File: config.mk
export PLATFORM = sky130hd
export DESIGN_NAME = i2c_wr16_master
export DESIGN_NICKNAME = d
export VERILOG_FILES = /design/src/rtl/i2c_pkg.sv /design/src/rtl/i2c_quarter_tick.sv /design/src/rtl/i2c_wr16_master.sv
export SDC_FILE = /design/constraint.sdc
export NUM_CORES = 1
export LEC_CHECK = 0
export ABC_AREA = 1
export CAP_MARGIN = 5
export CORE_MARGIN = 8
export CORE_UTILIZATION = 31
export DETAILED_ROUTE_END_ITERATION = 6
export GPL_ROUTABILITY_DRIVEN = 0
export PLACE_DENSITY = 0.54
export SYNTH_ARGS = -nofsm -noshare
export SYNTH_HDL_FRONTEND = slang
export SYNTH_HIERARCHICAL = 1
export SYNTH_SLANG_ARGS = --single-unit
File: constraint.sdc
create_clock -name CLK_50 -period 4.1 [get_ports CLK_50]
set_input_delay 0.615 -clock CLK_50 [delete_from_list [all_inputs] [get_ports CLK_50]]
set_output_delay 0.615 -clock CLK_50 [all_outputs]
set_load 0.02 [all_outputs]
File: src/rtl/i2c_pkg.sv
// ---------------------------------------------------------------------------
// i2c_pkg
// Shared definitions for the I2C 16-bit register write engine:
//   - i2c_state_e : controller state encoding (also exported on the debug port)
//   - START_Q / BIT_Q / STOP_Q : number of quarter-bit periods per bus phase
//   - MAX_BYTES   : largest payload (bytes after the address byte)
//   - NUM_SLOTS   : address byte plus the maximum payload
//   - clamp_bytes : limits a requested payload count to a maximum
// ---------------------------------------------------------------------------
package i2c_pkg;

    typedef enum logic [2:0] {
        IDLE  = 3'd0,
        START = 3'd1,
        BIT   = 3'd2,
        ACK   = 3'd3,
        STOP  = 3'd4,
        DONE  = 3'd5
    } i2c_state_e;

    localparam int START_Q   = 2;
    localparam int BIT_Q     = 4;
    localparam int STOP_Q    = 3;
    localparam int MAX_BYTES = 4;
    localparam int NUM_SLOTS = MAX_BYTES + 1;

    // Requested payload counts above max_n are treated as max_n.
    function automatic logic [2:0] clamp_bytes(input logic [2:0] n, input int max_n);
        if (int'(n) > max_n) begin
            return 3'(max_n);
        end
        return n;
    endfunction

endpackage

File: src/rtl/i2c_quarter_tick.sv
// ---------------------------------------------------------------------------
// i2c_quarter_tick
// Divides the system clock into quarter-bit periods and tracks which quarter
// of the current bus phase is active.
//
// Ports:
//   clk        system clock
//   rst        synchronous active-high reset
//   i_en       counting enable; when low the counter and quarter index clear
//   i_hold     freeze the counter for this cycle (slave clock stretching)
//   i_last_q   index of the final quarter of the current bus phase
//   o_tick     high on the last cycle of a quarter
//   o_quarter  index of the current quarter within the bus phase
// ---------------------------------------------------------------------------
module i2c_quarter_tick #(
    parameter int PHASE_DIV = 31
) (
    input  logic       clk,
    input  logic       rst,
    input  logic       i_en,
    input  logic       i_hold,
    input  logic [1:0] i_last_q,
    output logic       o_tick,
    output logic [1:0] o_quarter
);

    localparam int CW = (PHASE_DIV < 1) ? 1 : $clog2(PHASE_DIV + 1);

    logic [CW-1:0] r_cnt;
    logic [1:0]    r_quarter;
    logic          w_wrap;

    assign w_wrap    = (r_cnt == CW'(PHASE_DIV));
    assign o_tick    = i_en && !i_hold && w_wrap;
    assign o_quarter = r_quarter;

    always_ff @(posedge clk) begin
        if (rst || !i_en) begin
            r_cnt     <= '0;
            r_quarter <= 2'd0;
        end else if (!i_hold) begin
            if (w_wrap) begin
                r_cnt <= '0;
                // The quarter index wraps at the end of each bus phase so the
                // next phase (or the next bit) always starts at quarter 0.
                if (r_quarter == i_last_q) begin
                    r_quarter <= 2'd0;
                end else begin
                    r_quarter <= r_quarter + 2'd1;
                end
            end else begin
                r_cnt <= r_cnt + CW'(1);
            end
        end
    end

endmodule

File: src/rtl/i2c_wr16_master.sv
// ---------------------------------------------------------------------------
// i2c_wr16_master
// Byte-level I2C write engine: one register write per transaction
// (address byte, then up to four payload bytes: POINTER hi/lo, WDATA hi/lo),
// MSB first, with ACK checking after every byte, framed by START and STOP.
// Bus outputs are open-drain style (1 = release the line).
//
// Optional build macro: I2C_CLK_STRETCH_EN
//   Defined   : while SCL is released but read back low, the quarter counter
//               holds (slave clock stretching).
//   Undefined : SCL_I is ignored, timing is fixed.
//
// Ports:
//   CLK_50       system clock
//   RESET        synchronous active-high reset
//   GO           start request, sampled only in IDLE
//   SLAVE_ADDR   8-bit write address (bit0 forced to 0 on the bus)
//   POINTER      register pointer, payload bytes 1-2
//   WDATA        write data, payload bytes 3-4
//   BYTE_NUM     payload byte count 0..4, larger values clamp to MAX_BYTES
//   SDA_I        SDA pad readback (ACK sampling)
//   SCL_I        SCL pad readback (clock stretching only)
//   SCL_O/SDA_O  line drives, 1 = release
//   BUSY         high from GO accept until END_OK
//   END_OK       one-cycle completion pulse after STOP
//   ACK_ERR      a NACK was seen in the last transaction
//   o_dbg_state  current controller state (i2c_state_e encoding)
//
// Request handshake: GO is a level request. It is accepted on any clock edge
// where the controller is IDLE and GO is high; that edge latches all request
// inputs and raises BUSY. GO is ignored while BUSY is high. Completion is the
// END_OK pulse, which coincides with BUSY falling; the controller is IDLE in
// that same cycle, so a GO still held high is accepted on the following edge.
// ---------------------------------------------------------------------------
module i2c_wr16_master #(
    parameter int PHASE_DIV = 31,
    parameter int MAX_BYTES = i2c_pkg::MAX_BYTES
) (
    input  logic        CLK_50,
    input  logic        RESET,
    input  logic        GO,
    input  logic [7:0]  SLAVE_ADDR,
    input  logic [15:0] POINTER,
    input  logic [15:0] WDATA,
    input  logic [2:0]  BYTE_NUM,
    input  logic        SDA_I,
    input  logic        SCL_I,
    output logic        SCL_O,
    output logic        SDA_O,
    output logic        BUSY,
    output logic        END_OK,
    output logic        ACK_ERR,
    output logic [2:0]  o_dbg_state
);

    import i2c_pkg::*;

    i2c_state_e  r_state;
    i2c_state_e  w_next;

    logic [7:0]  r_bytes [NUM_SLOTS];
    logic [2:0]  r_byte_idx;
    logic [2:0]  r_bit_idx;
    logic [2:0]  r_nbytes;
    logic        r_nack;
    logic        r_scl_o;
    logic        r_sda_o;
    logic        r_busy;
    logic        r_end_ok;
    logic        r_ack_err;

    logic        w_accept;
    logic        w_en;
    logic        w_hold;
    logic        w_tick;
    logic [1:0]  w_quarter;
    logic [1:0]  w_last_q;
    logic        w_phase_end;
    logic        w_scl;
    logic        w_sda;
    logic        w_data_bit;

    assign w_accept    = (r_state == IDLE) && GO;
    assign w_en        = (r_state != IDLE) && (r_state != DONE);
    assign w_phase_end = w_tick && (w_quarter == w_last_q);
    assign w_data_bit  = r_bytes[r_byte_idx][r_bit_idx];

`ifdef I2C_CLK_STRETCH_EN
    // r_scl_o is what is actually on the pad this cycle; if it is released
    // but the pad still reads low, a slave is stretching the clock.
    assign w_hold = r_scl_o && !SCL_I;
`else
    logic w_unused_scl;
    assign w_unused_scl = SCL_I;
    assign w_hold       = 1'b0;
`endif

    i2c_quarter_tick #(
        .PHASE_DIV (PHASE_DIV)
    ) u_tick (
        .clk       (CLK_50),
        .rst       (RESET),
        .i_en      (w_en),
        .i_hold    (w_hold),
        .i_last_q  (w_last_q),
        .o_tick    (w_tick),
        .o_quarter (w_quarter)
    );

    // ------------------------------------------------------------------
    // State register
    // ------------------------------------------------------------------
    always_ff @(posedge CLK_50) begin
        if (RESET) begin
            r_state <= IDLE;
        end else begin
            r_state <= w_next;
        end
    end

    // ------------------------------------------------------------------
    // Next state and per-quarter line levels
    // ------------------------------------------------------------------
    always_comb begin
        w_next   = r_state;
        w_scl    = 1'b1;
        w_sda    = 1'b1;
        w_last_q = 2'd0;
        case (r_state)
            IDLE: begin
                if (GO) begin
                    w_next = START;
                end
            end
            START: begin
                w_last_q = 2'(START_Q - 1);
                w_scl    = (w_quarter == 2'd0);
                w_sda    = 1'b0;
                if (w_phase_end) begin
                    w_next = BIT;
                end
            end
            BIT: begin
                w_last_q = 2'(BIT_Q - 1);
                w_scl    = (w_quarter == 2'd1) || (w_quarter == 2'd2);
                w_sda    = w_data_bit;
                if (w_phase_end && (r_bit_idx == 3'd0)) begin
                    w_next = ACK;
                end
            end
            ACK: begin
                w_last_q = 2'(BIT_Q - 1);
                w_scl    = (w_quarter == 2'd1) || (w_quarter == 2'd2);
                w_sda    = 1'b1;
                if (w_phase_end) begin
                    // A NACK abandons the remaining payload.
                    if (r_nack || (r_byte_idx == r_nbytes)) begin
                        w_next = STOP;
                    end else begin
                        w_next = BIT;
                    end
                end
            end
            STOP: begin
                w_last_q = 2'(STOP_Q - 1);
                w_scl    = (w_quarter != 2'd0);
                w_sda    = (w_quarter == 2'd2);
                if (w_phase_end) begin
                    w_next = DONE;
                end
            end
            DONE: begin
                w_next = IDLE;
            end
            default: begin
                w_next = IDLE;
            end
        endcase
    end

    // ------------------------------------------------------------------
    // Datapath, registered line drives and status
    // ------------------------------------------------------------------
    always_ff @(posedge CLK_50) begin
        if (RESET) begin
            for (int i = 0; i < NUM_SLOTS; i++) begin
                r_bytes[i] <= 8'h00;
            end
            r_byte_idx <= 3'd0;
            r_bit_idx  <= 3'd7;
            r_nbytes   <= 3'd0;
            r_nack     <= 1'b0;
            r_scl_o    <= 1'b1;
            r_sda_o    <= 1'b1;
            r_busy     <= 1'b0;
            r_end_ok   <= 1'b0;
            r_ack_err  <= 1'b0;
        end else begin
            // Line drives are registered so the pads never see decode glitches;
            // the whole bus waveform is simply one cycle behind the state.
            r_scl_o  <= w_scl;
            r_sda_o  <= w_sda;
            r_end_ok <= (r_state == DONE);

            if (r_state == DONE) begin
                r_busy <= 1'b0;
            end

            if (w_accept) begin
                r_bytes[0] <= SLAVE_ADDR & 8'hFE;
                r_bytes[1] <= POINTER[15:8];
                r_bytes[2] <= POINTER[7:0];
                r_bytes[3] <= WDATA[15:8];
                r_bytes[4] <= WDATA[7:0];
                r_nbytes   <= clamp_bytes(BYTE_NUM, MAX_BYTES);
                r_byte_idx <= 3'd0;
                r_bit_idx  <= 3'd7;
                r_nack     <= 1'b0;
                r_busy     <= 1'b1;
                r_ack_err  <= 1'b0;
            end

            // Bit index counts 7..0 and wraps back to 7 for the next byte.
            if ((r_state == BIT) && w_phase_end) begin
                r_bit_idx <= r_bit_idx - 3'd1;
            end

            if ((r_state == ACK) && w_tick) begin
                if (w_quarter == 2'd2) begin
                    r_nack <= SDA_I;
                    if (SDA_I) begin
                        r_ack_err <= 1'b1;
                    end
                end
                if ((w_quarter == 2'd3) && !r_nack && (r_byte_idx != r_nbytes)) begin
                    r_byte_idx <= r_byte_idx + 3'd1;
                end
            end
        end
    end

    assign SCL_O       = r_scl_o;
    assign SDA_O       = r_sda_o;
    assign BUSY        = r_busy;
    assign END_OK      = r_end_ok;
    assign ACK_ERR     = r_ack_err;
    assign o_dbg_state = r_state;

endmodule

# [After elaboration in Yosys (flattened, before gate mapping)]
# Memory sizes are Yosys's and may differ from the RTL's. A register that Yosys moved wholly into a read port is not among the register bits.
# Cells that the tools add are included.
[totals] out_inout_bits=8 ff_bits=25 in_bits=48 memories=1 mem_bits_rw=40
[op_classes] reduce_logical=24 n_mux=43 n_eq_ne=18 magnitude_cmp=2 n_addsub=4 n_bitwise=5
[mem_list] name="r_bytes" depth=5 word_bits=8 rd=1 rd_clocked_by_memory_dff=1 write_ports=5 line="i2c_wr16_master.sv:61" source="logic [7:0] r_bytes [NUM_SLOTS];"
[ops] operator="$mux W3" n=14
[ops] operator="$mux W8" n=5
[ops] operator="$mux W1" n=18
[ops] operator="$pmux W3 S5" n=1
[ops] operator="$ne A2 B2 Y1 const B" n=5
[ops] operator="$logic_and A1 B1 Y1" n=9
[ops] operator="$eq A3 B2 Y1 const B" n=2
[ops] operator="$eq A3 B3 Y1 const B" n=2
[ops] operator="$logic_not A3 Y1" n=2
[ops] operator="$pmux W1 S3" n=2
[ops] operator="$pmux W2 S3" n=1
[ops] operator="$reduce_bool A2 Y1" n=3
[ops] operator="$add A5 B1 Y5 const B" n=1
[ops] operator="$eq A5 B5 Y1 const B" n=1
[ops] operator="$or A1 B1 Y1" n=5
[ops] operator="$reduce_and A5 Y1" n=1
[ops] operator="$eq A2 B2 Y1 const B" n=2
[ops] operator="$lt A3 B4 Y1 const B" n=1
[ops] operator="$reduce_or A2 Y1" n=2
[ops] operator="$add A3 B1 Y3 const B" n=1
[ops] operator="$bmux W1 S3" n=1
[ops] operator="$eq A3 B1 Y1 const B" n=1
[ops] operator="$eq A3 B3 Y1" n=1
[ops] operator="$gt A3 B3 Y1 const B" n=1
[ops] operator="11 further kinds" n=14

# [Logic depth before layout (Yosys ltp)]
# Gate-level depths: netlist of the first run.
[logic_depth] depth_word=8 ltp_mapped=13 mapped_depth_nobuf=13

# [Modules after synthesis]
# Netlist of the first run, hierarchy kept.
[by_module_without_submodules] mod="i2c_wr16_master" instances=1 cells_each=372 area_per_inst_um2=2974.1 seq_area_each_um2=1531.5
[by_module_without_submodules] mod="i2c_quarter_tick" instances=1 cells_each=58 area_per_inst_um2=387.9 seq_area_each_um2=140.1

# [Least setup slack after synthesis of the first run]
# OpenSTA, ideal clock, no wires.
[synth_path] path_type="flip-flop to flip-flop" startpoint="register r_state[0] (netlist: o_dbg_state[0])" endpoint="register r_nbytes[2]" path_slack_ns=2.144 required_ns=3.979 t_arrival_ns=1.835 path_stages_with_launch=9 path_cell_list="dfxtp_1 -> nor2_4 -> inv_1 -> nor2_2 -> nand2_1 -> nand2_2 -> inv_1 -> nand2_1 -> o21ai_0"
[synth_between] elab_chain_cells=2
[synth_lines] item="from (decl)" line="i2c_wr16_master.sv:58" source="i2c_state_e r_state;"
[synth_lines] item="from (signal assigned)" line="i2c_wr16_master.sv:117" source="r_state <= w_next;"
[synth_lines] item="$logic_not A3 Y1" line="i2c_wr16_master.sv:83" source="assign w_accept = (r_state == IDLE) && GO;"
[synth_lines] item="$logic_and A1 B1 Y1" line="i2c_wr16_master.sv:83"
[synth_lines] item="to (signal assigned)" line="i2c_wr16_master.sv:215" source="r_nbytes <= clamp_bytes(BYTE_NUM, MAX_BYTES);"
[synth_lines] item="to (decl)" line="i2c_wr16_master.sv:64" source="logic [2:0] r_nbytes;"
# No other way between the ends.
# A chain may end at the register's enable or synchronous reset.

==> results, run 1 <==
- Of the synthesized area, sequential elements account for 0.497.
- The element type at the critical path end is a flop.
- The share of async-settable or async-resettable flops after synthesis is 0.
- The number of antenna violations at the first check in global routing is 0.
- The count of non-filler cells in the finished layout is 634.
- The floorplan step set the die height to 120 um.
- The setup path with the least slack is of type in -> reg.
- Total power for the finished layout comes to 1800 uW.
- During synthesis, Yosys emitted a total of 6 warnings.
- The total count of hold-check failures in the final report is 0.
- The fmax is 411 MHz.
- Among all cell types in the netlist, the one instantiated most often is sky130_fd_sc_hd__nand2_1.
- Summed over all nets, the half-perimeter wirelength after detailed placement is 5.22 mm.
- Fill cells in the final layout number 1,124.
- The worst setup path is launched from a primary input.
- The first TritonRoute pass finished after 4 iterations.
- The total die area is 14,400 um2.
- On the final layout, the worst hold slack is 0.454 ns.
- The number of H-tree branching levels is 3.
- Setup violations remaining at the end of the flow were counted as 0.
- Clock skew on the completed layout was measured at 0.0113 ns.
- Setup repair after global routing left no endpoint under its margin.
- The post-synthesis cell count is 430.
- The number of global-route vias before repair is 2,724.
- Once the clock tree was built, the resizer swapped 0 gates to a different size.
- The total clock sinks is 64.
- Walking the worst path, the cells encountered are clkdlybuf4s50_1 -> inv_1 -> nand3_2 -> nor2_1.
- The setup TNS is 0 ns.
- The initialized floorplan defines 38 standard-cell rows.
- The first global-routing pass estimated 12.2 mm of wire.
- For this design, the slowest cell found on the critical path is sky130_fd_sc_hd__nand3_2.
- The mean routed wirelength per cell is 11.4 um.
- In the finished design, the share of the clock period the worst path needs comes to 0.594.
- STA puts the critical path data arrival time at 2.58 ns.
- The flow ran to the end, and the final reports show no timing, DRC or antenna violations.
- The number of slew-limit violations in the final report is 0.
- The peak supply drop is 0.169 mV.
- The longest clock path from root to sink contains 2 buffers.
- The worst max-slew margin expressed relative to the limit is 0.444.
- The clock latency of the later-clocked register in the worst-skew pair is 0.33 ns.
- The cell sitting at the root of the clock tree is a sky130_fd_sc_hd__clkbuf_8.
- Once the clock tree was built, the setup fixing pass inserted 0 buffers.
- The cell count after placement is 618.
- STA puts the critical path data required time at 4.24 ns.
- The most used flip-flop cell after synthesis is sky130_fd_sc_hd__edfxtp_1.
- The number of antenna diodes in the final layout is 0.
- Yosys mapped the design onto 36 distinct sky130hd cell types.
- Ranked by instance count, the synthesized netlist is headed by 108 x sky130_fd_sc_hd__nand2_1, 78 x sky130_fd_sc_hd__inv_1, 66 x sky130_fd_sc_hd__nor2_1.
- The pin slew with the least headroom to its limit is 0.834 ns.
- The multi-input combinational cell area is 1330 um2.
- The via density per instance is 4.33.
- The power density over the cells is 430 nW/um2.
- The number of input and output port buffers inserted is 53.
- TritonCTS built the clock tree.
- The global-route usage over all layers is 0.103.
- The share of layout cells above drive strength 1 is 0.0789.
- Across the run, the number of max-cap violations was 0.
- For this run, design rule violations remaining after detail routing come to 0.
- The per-instance average area after synthesis is 7.82 um2.
- Clock-pin slew was measured on the worst setup and hold paths at 0.07 ns.
- For this run the aggregate overflow at the end of global routing stands at 0.
- The remaining number of nets flagged by the antenna check after routing is 0.
- The worst path needs 2.43 ns of the cycle, external delays included.
- The initial standard-cell utilization of the core is 0.314.
- The worst setup timing slack at the placement stage is 1.26 ns.
- The cell type with the largest total area after synthesis is sky130_fd_sc_hd__edfxtp_1.
- The cell area after technology mapping is 3360 um2.
- By area the synthesized netlist is led by sky130_fd_sc_hd__edfxtp_1 35%, sky130_fd_sc_hd__dfxtp_1 15%, sky130_fd_sc_hd__nand2_1 12%, sky130_fd_sc_hd__inv_1 8.7%, sky130_fd_sc_hd__nor2_1 7.4%.
- The share of synthesized area in the top cell type comes to 0.348.
- The largest fanout on the critical path is 43.
- The number of buffers added by the clock tree synthesis step is 9.
- The synthesized design contains 64 register bits.
- The min-delay analysis places its worst path in the category reg -> reg.
- The number of hold buffers added after CTS was 0.
- The routed layout has 2,744 vias.
- The critical path's largest stage delay is 0.71 ns.
- The register cell area after layout is 1670 um2.
- Summed over all cells, the static leakage comes to 0.00195 uW.
- The layout net count is 546.
- Setup slack on the worst reg-to-reg path comes out at 1.88 ns.
- In this run the count of I/O pins placed on the die edge is 56.
- For this block, the routed nets add up to 7.25 mm of wire.
- In this run, synthesis inferred 39 flip-flops with an integrated enable.
- The total area inside the core boundary comes to 10,700 um2.
- The horizontal die dimension is 120 um.
- The detailed router finished its first iteration with 129 violations.
- Entering global routing, the biggest net connects 44 pins.
- The setup slack of the critical path after layout is 1.67 ns.
- The area added between synthesis and finish is 24.7%.
==> placed cells by master (no fill, tap or decap), types with 2 or more instances in the layout <==
| cell | n |
|---|---|
| sky130_fd_sc_hd__o21ai_1 | 2 |
| sky130_fd_sc_hd__edfxtp_1 | 39 |
| sky130_fd_sc_hd__inv_2 | 6 |
| sky130_fd_sc_hd__ha_1 | 9 |
| sky130_fd_sc_hd__nand2_4 | 4 |
| sky130_fd_sc_hd__nor2_2 | 3 |
| sky130_fd_sc_hd__nor2_1 | 66 |
| sky130_fd_sc_hd__nor2_4 | 2 |
| sky130_fd_sc_hd__o31ai_1 | 2 |
| sky130_fd_sc_hd__a21oi_1 | 13 |
| sky130_fd_sc_hd__o21ai_0 | 6 |
| sky130_fd_sc_hd__nand2_2 | 2 |
| sky130_fd_sc_hd__clkinv_2 | 3 |
| sky130_fd_sc_hd__nand3_2 | 2 |
| sky130_fd_sc_hd__dfxtp_1 | 25 |
| sky130_fd_sc_hd__inv_1 | 78 |
| sky130_fd_sc_hd__or2_2 | 3 |
| sky130_fd_sc_hd__nand2_1 | 108 |
| sky130_fd_sc_hd__nand3_1 | 33 |
| sky130_fd_sc_hd__nor3_1 | 2 |
| sky130_fd_sc_hd__clkdlybuf4s50_1 | 53 |
| sky130_fd_sc_hd__clkbuf_8 | 9 |
| sky130_fd_sc_hd__clkinv_1 | 3 |
| sky130_fd_sc_hd__xnor2_1 | 2 |
| sky130_fd_sc_hd__nand4_1 | 2 |
| sky130_fd_sc_hd__conb_1 | 5 |
==> cells by family (layout without fill, tap and decap cells) <==
| kind of cell | count (synthesis) | in the layout | share of synthesized area |
|---|---|---|---|
| AO/OA/AOI/OAI | 27 | 27 | 0.0450 |
| XOR/XNOR | 4 | 4 | 0.0127 |
| other | 1 | 5 | 0.00112 |
| buffers and inverters | 95 | 155 | 0.112 |
| flip-flops | 64 | 64 | 0.497 |
| AND/OR/NAND/NOR | 230 | 230 | 0.298 |
| adder cells (fa/ha/maj) | 9 | 9 | 0.0335 |
==> layer usage <==
layer  up-vias  part of all wire  track usage
li1       1441                 -            -
met1      1238              0.48        0.123
met2        52              0.46        0.173
met3        13             0.048       0.0291
met4         0             0.015       0.0398
met5         -                 0            0
==> where the power goes <==
group	internal, uW	switching [uW]	leakage, uW
combinational	189	277	0.00124
clock	213	244	0.0000838
sequential	831	50.2	0.000623
total	1230	571	0.00195
==> worst paths after layout <==
path                                     from                          end  depth (start not counted)
setup reg to reg  o_dbg_state[0]$_SDFFE_PP0P_  r_bytes[4][4]$_SDFFCE_PN0P_                          6
hold / removal             ACK_ERR$_SDFF_PP0_           ACK_ERR$_SDFF_PP0_                          2
hold reg to reg            ACK_ERR$_SDFF_PP0_           ACK_ERR$_SDFF_PP0_                          2
setup / recovery                        RESET  r_bytes[4][1]$_SDFFCE_PN0P_                          4
==> cell type report <==
cell class / instances / share of cell area
well taps: 140 / 0.0418
multi-input cells: 275 / 0.317
clock inverters: 7 / 0.00925
flip-flops and latches: 64 / 0.399
inverters: 85 / 0.0761
clock buffers: 9 / 0.0295
repair buffers: 54 / 0.128
==> flip-flops by register name, summed over array words and instances (netlist names) <==
name and flops:
r_bytes 39, u_tick/r_cnt 5, o_dbg_state 3, r_bit_idx 3, r_byte_idx 3, r_nbytes 3
u_tick/o_quarter 2, ACK_ERR 1, BUSY 1, END_OK 1, SCL_O 1, SDA_O 1
r_nack 1
==> stage by stage <==
stage          cell area [um2]  utilization
2_1_floorplan             3380            -
3_3_place_gp              4030        0.377
3_5_place_dp              4030        0.377
4_1_cts                   4190        0.392
5_1_grt                   4190        0.392
6_report                  4190        0.392
==> worst max-delay path: cells and delay by family <==
kind          cells  cell delay (ns)
simple gates      2             1.08
buf+inv           2             0.88
No activity file was read; power rests on OpenSTA's default activity.
==> inputs of run 2 (changes only) <==
Settings changed: PLACE_DENSITY 0.54 to 0.56.
Clock period 4.1 ns to 2.2 ns, I/O delays scaled along.
==> run 2 against run 1 <==
Against the previous run: via count fell by 0.77%; clock-buffer cell count unchanged; sequential cell count unchanged; core utilization up 1.3 points; sequential share of layout area down 1.3 points; wire length shrank 2.2%; clock skew shrank 0.0034 ns; first-iteration DRC count fell by 12%; design area grew 3.4%; final cell count rose by 1.1%; worst hold slack better by 0.0071 ns.
==> results, run 2 (same netlist as run 1, synthesis figures left out) <==
- The remaining number of nets flagged by the antenna check after routing came to 0 (unchanged).
- The cell with the largest stage delay on the worst path is sky130_fd_sc_hd__clkdlybuf4s50_1.
- The CTS tree is yes.
- The routed wire length was 7.09 mm (-2.2%).
- The setup TNS is 0 ns (unchanged).
- Of the available clock period, the critical path in the final layout requires 0.899.
- The tree is rooted in a sky130_fd_sc_hd__clkbuf_8.
- The via density per instance is 4.25 (-1.8%).
- The number of input and output port buffers inserted is 53 (unchanged).
- STA classifies the critical path endpoint as a primary output.
- The total clock sinks is 64 (unchanged).
- For this run, the top clock speed supported by timing is 506 MHz.
- The largest registers in the layout are r_bytes x39, u_tick/r_cnt x5.
- The vertical die dimension is 120 um (unchanged).
- The share of layout cells above drive strength 1 is 0.0958 (+0.0169).
- The worst hold slack across all endpoints is 0.462 ns (+0.00713 ns).
- The mean routed wirelength per cell is 11.1 um (-3.3%).
- The library cell used most frequently in the layout, excluding fill and tap cells, is sky130_fd_sc_hd__nand2_1.
- The wire length of the first global-routing pass is 12.1 mm (-0.22%).
- The register containing the most flip-flops in the final layout is r_bytes.
- The residual DRC count came to 0 (unchanged).
- The critical path's largest stage delay is 0.70 ns (about the same).
- The number of setup violations in the final report is 0 (unchanged).
- The total die area is 14,400 um2 (unchanged).
- The number of placement rows is 38 (unchanged).
- The number of buffers between clock root and the deepest sink is 2 (unchanged).
- The cell count after placement is 625 (+1.1%).
- The number of global-route vias before repair came to 2,716 (-0.29%).
- The count of non-filler cells in the finished layout is 641 (+1.1%).
- The number of max-capacitance violations reported is 0 (unchanged).
- The cell family contributing the most delay on the critical path is buffers and inverters.
- The clock latency of the later-clocked register in the worst-skew pair is 0.34 ns (about the same).
- The cell count of the worst reg-to-reg path is 13 (+7).
- The data arrival time of the worst path was 1.65 ns (-0.93 ns).
- The core area is 10,700 um2 (unchanged).
- The critical path required time is 1.87 ns (-2.37 ns).
- The initial standard-cell utilization of the core was 0.314 (unchanged).
- The violation count after the first detailed-route iteration is 113 (-12%).
- The kind of critical path is reg -> out.
- The post-DP HPWL is 5.25 mm (+0.44%).
- The number of buffers added by the clock tree synthesis step is 9 (unchanged).
- The worst hold path belongs to the class reg -> reg.
- From synthesis to final layout, the design area changed by 29.0%.
- The register clock-pin slew on the reported worst setup and hold paths came to 0.07 ns (about the same).
- The wire length on met1 is 3.34 mm (-3.4%).
- The aggregate global routing overflow is 0 (unchanged).
- The horizontal die dimension is 120 um (unchanged).
- The largest fanout on the critical path is 9 (-79%).
- In this run the critical register-to-register path is captured at r_bit_idx[2]$_SDFFE_PP1P_.
- Setup repair after global routing left no endpoint under its margin.
- The layout net count came to 553 (+1.3%).
- The number of I/O pins was 56 (unchanged).
- The met2 wire length was 3.35 mm (+0.30%).
- The run finished with clean final reports.
- The worst setup path is launched from a flop.
- The buffer and inverter count on the worst path came to 1 (-1).
- The detailed-route via count is 2,723 (-0.77%).
- In this run the top signal layer used is met4.
- The origin of the worst setup path is o_dbg_state[2]$_SDFFE_PP0P_.
- The internal reg-to-reg setup slack is 0.29 ns (-1.59 ns).
- The number of inserted diodes is 0 (unchanged).
- The final design utilization is 0.405 (+0.0132).
- The critical path ends at o_dbg_state[2].
- Traced cell by cell, the critical path runs through clkdlybuf4s50_1.
- The number of H-tree branching levels came to 3 (unchanged).
- The instance count on the critical path is 1 (-3).
- The startpoint identified for the worst register-to-register timing path is u_tick/r_cnt[0]$_SDFFE_PP0N_.
- The number of flip-flops in the largest register is 39 (unchanged).
- The number of slew-limit violations in the final report is 0 (unchanged).
- The power density over the cells is 850 nW/um2 (+98%).
- The maximum number of pins on one net before global-route repair is 44 (unchanged).
- The total count of hold-check failures in the final report is 0 (unchanged).
- The cts-stage hold buffer count came to 0 (unchanged).
- The global-route usage over all layers is 0.103 (-0.000388).
- The number of iterations in the first detailed-routing pass came to 5 (+1).
- The leakage power was 0.00202 uW (+3.7%).
- The worst clock skew was 0.00791 ns (-0.00342 ns).
- The number of antenna violations at the first check in global routing was 0 (unchanged).
- The peak supply drop is 0.337 mV (+99%).
- The minimum clock period is 1.98 ns.
- The library cells used most frequently in the layout, excluding fill and tap cells, are 108 x sky130_fd_sc_hd__nand2_1, 78 x sky130_fd_sc_hd__inv_1, 66 x sky130_fd_sc_hd__nor2_1, 53 x sky130_fd_sc_hd__clkdlybuf4s50_1, 39 x sky130_fd_sc_hd__edfxtp_1.
- The detailed-routed wire length on met3 came to 344 um (-1.1%).
==> run 2: cell types whose count changed in the layout (fill, tap and decap cells not counted) <==
cell                        before  now
sky130_fd_sc_hd__buf_4           1    6
sky130_fd_sc_hd__clkinv_2        3    0
sky130_fd_sc_hd__inv_6           0    3
sky130_fd_sc_hd__buf_12          0    2
sky130_fd_sc_hd__bufinv_16       0    2
sky130_fd_sc_hd__clkinv_1        3    1
sky130_fd_sc_hd__o21ai_0         6    5
sky130_fd_sc_hd__o21ai_1         2    3
==> run 2: through the flow <==
| stage | area (um2) | setup slack, ns | total power [uW] |
|---|---|---|---|
| floorplan | 3380 | 0.244 | 2250 |
| global placement | 4110 | 0.334 | 2560 |
| detailed placement | 4110 | 0.279 | 2570 |
| CTS | 4340 | 0.201 | 3730 |
| global route | 4340 | 0.00434 | 3920 |
| finish | 4340 | 0.222 | 3690 |
==> run 2: worst min-delay path by stage <==
stage,from,end,slack [ns],depth (start not counted)
after floorplan,RESET,END_OK$_SDFF_PP0_,0.40,1
after detailed placement,ACK_ERR$_SDFF_PP0_,ACK_ERR$_SDFF_PP0_,0.45,2
after CTS,ACK_ERR$_SDFF_PP0_,ACK_ERR$_SDFF_PP0_,0.46,2
after global placement,ACK_ERR$_SDFF_PP0_,ACK_ERR$_SDFF_PP0_,0.45,2
final,ACK_ERR$_SDFF_PP0_,ACK_ERR$_SDFF_PP0_,0.46,2
after global routing,r_nbytes[0]$_SDFFE_PP0P_,r_nbytes[0]$_SDFFE_PP0P_,0.50,2
==> run 2: layout make-up <==
class,count,area (um2)
flip-flops and latches,64,1670
inverters,85,319
fillers,1095,6360
well taps,140,175
repair buffers,61,616
clock inverters,7,103
multi-input cells,275,1330
clock buffers,9,124
==> run 2: report_power, final <==
group	switching [uW]	internal [uW]	leakage, uW
logic	516	376	0.00129
registers	96.0	1550	0.000623
clock network	502	651	0.000111
total	1110	2570	0.00202
==> run 2: worst min-delay path, delay by kind of cell (launching register included) <==
| family | cells | cell delay [ns] |
|---|---|---|
| and+or+nand+nor | 2 | 0.10 |
| DFF | 1 | 0.32 |
==> run 2: metal layers <==
layer	up-vias	track usage
li1	1449	-
met1	1221	0.123
met2	47	0.173
met3	6	0.0319
met4	0	0.0351
met5	-	0
==> run 2: repair_timing <==
action	4_1_cts	5_1_grt
buffers inserted	0	0
resized for setup	0	1
endpoints found under the setup margin	0	3
==> edit 1: new RTL, config.mk and constraints of run 2 <==
Add a define of `I2C_CLK_STRETCH_EN`.
--- a/src/rtl/i2c_wr16_master.sv
+++ b/src/rtl/i2c_wr16_master.sv
@@ -32,6 +32,8 @@
 // END_OK pulse, which coincides with BUSY falling; the controller is IDLE in
 // that same cycle, so a GO still held high is accepted on the following edge.
 // ---------------------------------------------------------------------------
+`define I2C_CLK_STRETCH_EN
+
 module i2c_wr16_master #(
     parameter int PHASE_DIV = 31,
     parameter int MAX_BYTES = i2c_pkg::MAX_BYTES
Check against the original RTL: no difference found for any inputs over 10 cycles, from zero or initial values and one cycle with RESET high; that may be too few to reach the edited logic, so the function may still have changed.
==> edit 1 against run 2 <==
Synthesized area is 0.33% lower; worst setup slack gained 0.064 ns; highest routed layer unchanged; power fell by 3.0%; via count increased by 0.33%; final area decreased by 1.4%; global-route usage up 0.37 points; wire length increased by 2.5%; sequential cell count is the same.
==> edit 1: results (changes against run 2) <==
[drt]
wl_met3_um=385  ; was 344 um
met1Wirelength_um=3400  ; was 3339 um
num_vias=2732  ; was 2723
drt-initial-drc-count=145  ; was 113
wl_met2_um=3430  ; was 3345 um
routedWlPerCell_um=11.31  ; was 11.06 um
drt_pre_antenna_iters=4  ; was 5

[clock_tree]
cts_root_buffer=clkbuf_8  ; unchanged
h-tree-depth=3  ; unchanged
cts_buffers=9  ; unchanged
insertion_delay_ns=0.34  ; about the same

[critical_path]
cp_top_family=buffers and inverters  ; unchanged
crit_arrival_ns=1.58  ; was 1.65 ns
r2r_cells=12  ; was 13
r2r-end=r_byte_idx[0]  ; was r_bit_idx[2]
rr_startpoint=u_tick/r_cnt[0]  ; unchanged

[finish]
fin_cells=642  ; was 641
nets=554  ; was 553
final_layout_size_suffix_gt1_share_pct=9.761  ; was 9.581%
reg.largest.list=r_bytes x39, u_tick/r_cnt x5  ; unchanged

[pwr]
combinationalPowerShare_pct=25.0  ; was 24.2%
pwr-share-seq_pct=45.9  ; was 44.5%
p_leak_uw=0.001996  ; was 0.002020 uW
power.switching_uw=1120  ; was 1113 uW
ir_worst_vdd_mv=0.2829  ; was 0.3373 mV
power_uw=3577  ; was 3687 uW

[placement]
post-place-cells=626  ; was 625
port_buffers=54  ; was 53
dp_slack_ns=0.2369  ; was 0.2791 ns
hpwl_um=5501  ; was 5247 um
dpl-instance-area_um2=4068  ; was 4109 um2

[grt]
grt_pass1_vias=2787  ; was 2716
grt_use_met2_pct=17.81  ; was 17.25%
met3_usage_pct=4.133  ; was 3.194%
track_usage_pct=10.67  ; was 10.30%
grt_first_pass_wirelength_um=12650  ; was 12140 um
grtUsageMet1_pct=12.65  ; was 12.26%
grt_max_degree=31  ; was 44

[logic_synthesis]
synth_commonest_cells=nand2_1 (115), inv_1 (79), nor2_1 (62)  ; was nand2_1 (108), inv_1 (78), nor2_1 (66)
yosys_warnings=6  ; unchanged
synth_xor_area_share_pct=1.046  ; was 1.265%
ys.flop_type=edfxtp_1  ; unchanged
synth-compound-area-share_pct=4.294  ; was 4.503%
synth-adder-area-share_pct=3.361  ; was 3.349%
synth.distinct_cells=33  ; was 36
synth-seq-area-share_pct=49.89  ; was 49.72%
synth_area_per_cell_um2=7.685  ; was 7.819 um2
synthTopCellsByArea=edfxtp_1 (35%), dfxtp_1 (15%), nand2_1 (13%)  ; was edfxtp_1 (35%), dfxtp_1 (15%), nand2_1 (12%)

[run_status]
status=finished, final reports clean  ; unchanged

[hold_path]
whs_endpoint=BUSY  ; was ACK_ERR
min_from=BUSY  ; was ACK_ERR

[sta]
hold_slack_ns=0.4777  ; was 0.4615 ns
finClkSkew_ns=0.01058  ; was 0.007912 ns
relSlewSlack_pct=68.87

## edit 1: area by class of cell
cell class / count / area (um2)
Clock buffer: 9 / 123.9
Timing Repair Buffer: 63 / 620.6
Clock inverter: 7 / 77.57
Multi-Input combinational cell: 272 / 1281
Tap cell: 140 / 175.2
Inverter: 87 / 326.6
Fill cell: 1128 / 6421
Sequential cell: 64 / 1672
## edit 1: worst max-delay path by stage
stage               startpoint              to  slack [ns]  cells after the start
2_1_floorplan   o_dbg_state[0]   r_bytes[0][1]        0.33                      5
3_3_place_gp             SCL_I   r_byte_idx[2]        0.28                     11
3_5_place_dp             SCL_I   r_byte_idx[0]        0.24                     11
4_1_cts        u_tick/r_cnt[0]   r_byte_idx[0]        0.21                     12
5_1_grt        u_tick/r_cnt[0]   r_byte_idx[0]       0.009                     12
6_report        o_dbg_state[2]  o_dbg_state[2]        0.29                      1
## edit 1: timing repair
action	4_1_cts	5_1_grt
hold endpoints to repair	0	0
endpoints found under the setup margin	0	5
buffers inserted	0	0
resized for setup	0	3
==> edit 2: new RTL, config.mk and constraints of run 2 <==
Without the edit above. Put one more register stage on the output `o_dbg_state`, with the module's reset. The value now appears one clock later. The other outputs are not delayed to match.
--- a/src/rtl/i2c_wr16_master.sv
+++ b/src/rtl/i2c_wr16_master.sv
@@ -244,7 +244,13 @@
     assign BUSY        = r_busy;
     assign END_OK      = r_end_ok;
     assign ACK_ERR     = r_ack_err;
-    assign o_dbg_state = r_state;
+    always_ff @(posedge CLK_50) begin
+        if (RESET) begin
+            o_dbg_state <= '0;
+        end else begin
+            o_dbg_state <= r_state;
+        end
+    end
 
 endmodule
 
Function: changed (Yosys sat finds a counterexample within 4 cycles, from zero or initial values and one cycle with RESET high).
==> edit 2 against run 2 <==
Synthesized area is 1.4% higher; wire length is 3.5% higher; final area decreased by 0.20%; power increased by 2.3%; utilization down 0.44 points; sequential cell count grew 3; first-iteration DRC count is 9.7% higher; worst setup slack worse by 0.037 ns.
==> edit 2: results (changes against run 2) <==
[finish]
multiInputGateArea_um2=1272  ; was 1328 um2
multi_input_cells=272  ; was 275
final_layout_size_suffix_gt1_share_pct=7.312  ; was 9.581%
nets=558  ; was 553
nonClockInverterCount=90  ; was 85
buf_share_pct=13.94  ; was 14.20%

[drt]
wl_met2_um=3373  ; was 3345 um
wl_met3_um=371  ; was 344 um
drt-initial-drc-count=124  ; was 113
viasPerCell=4.307  ; was 4.248
num_vias=2782  ; was 2723
drt_pre_antenna_iters=4  ; was 5

[grt]
met3_usage_pct=3.304  ; was 3.194%
track_usage_pct=10.74  ; was 10.30%
grtUsageMet1_pct=13.15  ; was 12.26%
grt_use_met2_pct=17.06  ; was 17.25%

[critical_path]
path_class=register to register  ; was register to output pin
cp_top_family=simple AND/OR/NAND/NOR gates  ; was buffers and inverters
cpPeakStageDelay_ns=0.36  ; was 0.70 ns
crit_fanout=6  ; was 9

[placement]
hpwl_um=5339  ; was 5247 um
dpl-instance-area_um2=4120  ; was 4109 um2
post-place-cells=630  ; was 625
dp_slack_ns=0.2293  ; was 0.2791 ns

[run_status]
status=finished, final reports clean  ; unchanged

[logic_synthesis]
synth-seq-area-share_pct=50.81  ; was 49.72%
synth.distinct_cells=30  ; was 36

[pwr]
p_leak_uw=0.002014  ; was 0.002020 uW

[sta]
finClkSkew_ns=0.005505  ; was 0.007912 ns

[hold_path]
min_from=BUSY  ; was ACK_ERR

==> edit 2: kinds of logic (layout without fill, tap and decap cells) <==
logic type | count (synthesis) | count (layout) | synth area share, %
AO/OA/AOI/OAI | 31 | 31 | 4.956
buffers and inverters | 102 | 167 | 12.30
other | 1 | 5 | 0.1100
AND/OR/NAND/NOR | 223 | 223 | 27.50
flip-flops | 67 | 67 | 50.81
adder cells (fa/ha/maj) | 9 | 9 | 3.304
XOR/XNOR | 4 | 4 | 1.028
==> edit 2: where the power goes <==
| part | switching (uW) | total (uW) | internal [uW] |
|---|---|---|---|
| logic | 598 | 969 | 371 |
| clock network | 453 | 1080 | 624 |
| registers | 105 | 1730 | 1620 |
==> edit 2: path summary, 6_finish.rpt <==
path | endpoint | slack [ns] | depth (start not counted)
worst max-delay path | r_byte_idx[1] | 0.19 | 11
worst min-delay path | BUSY | 0.48 | 2
worst max register to register | r_byte_idx[1] | 0.19 | 11
worst min register to register | BUSY | 0.48 | 2
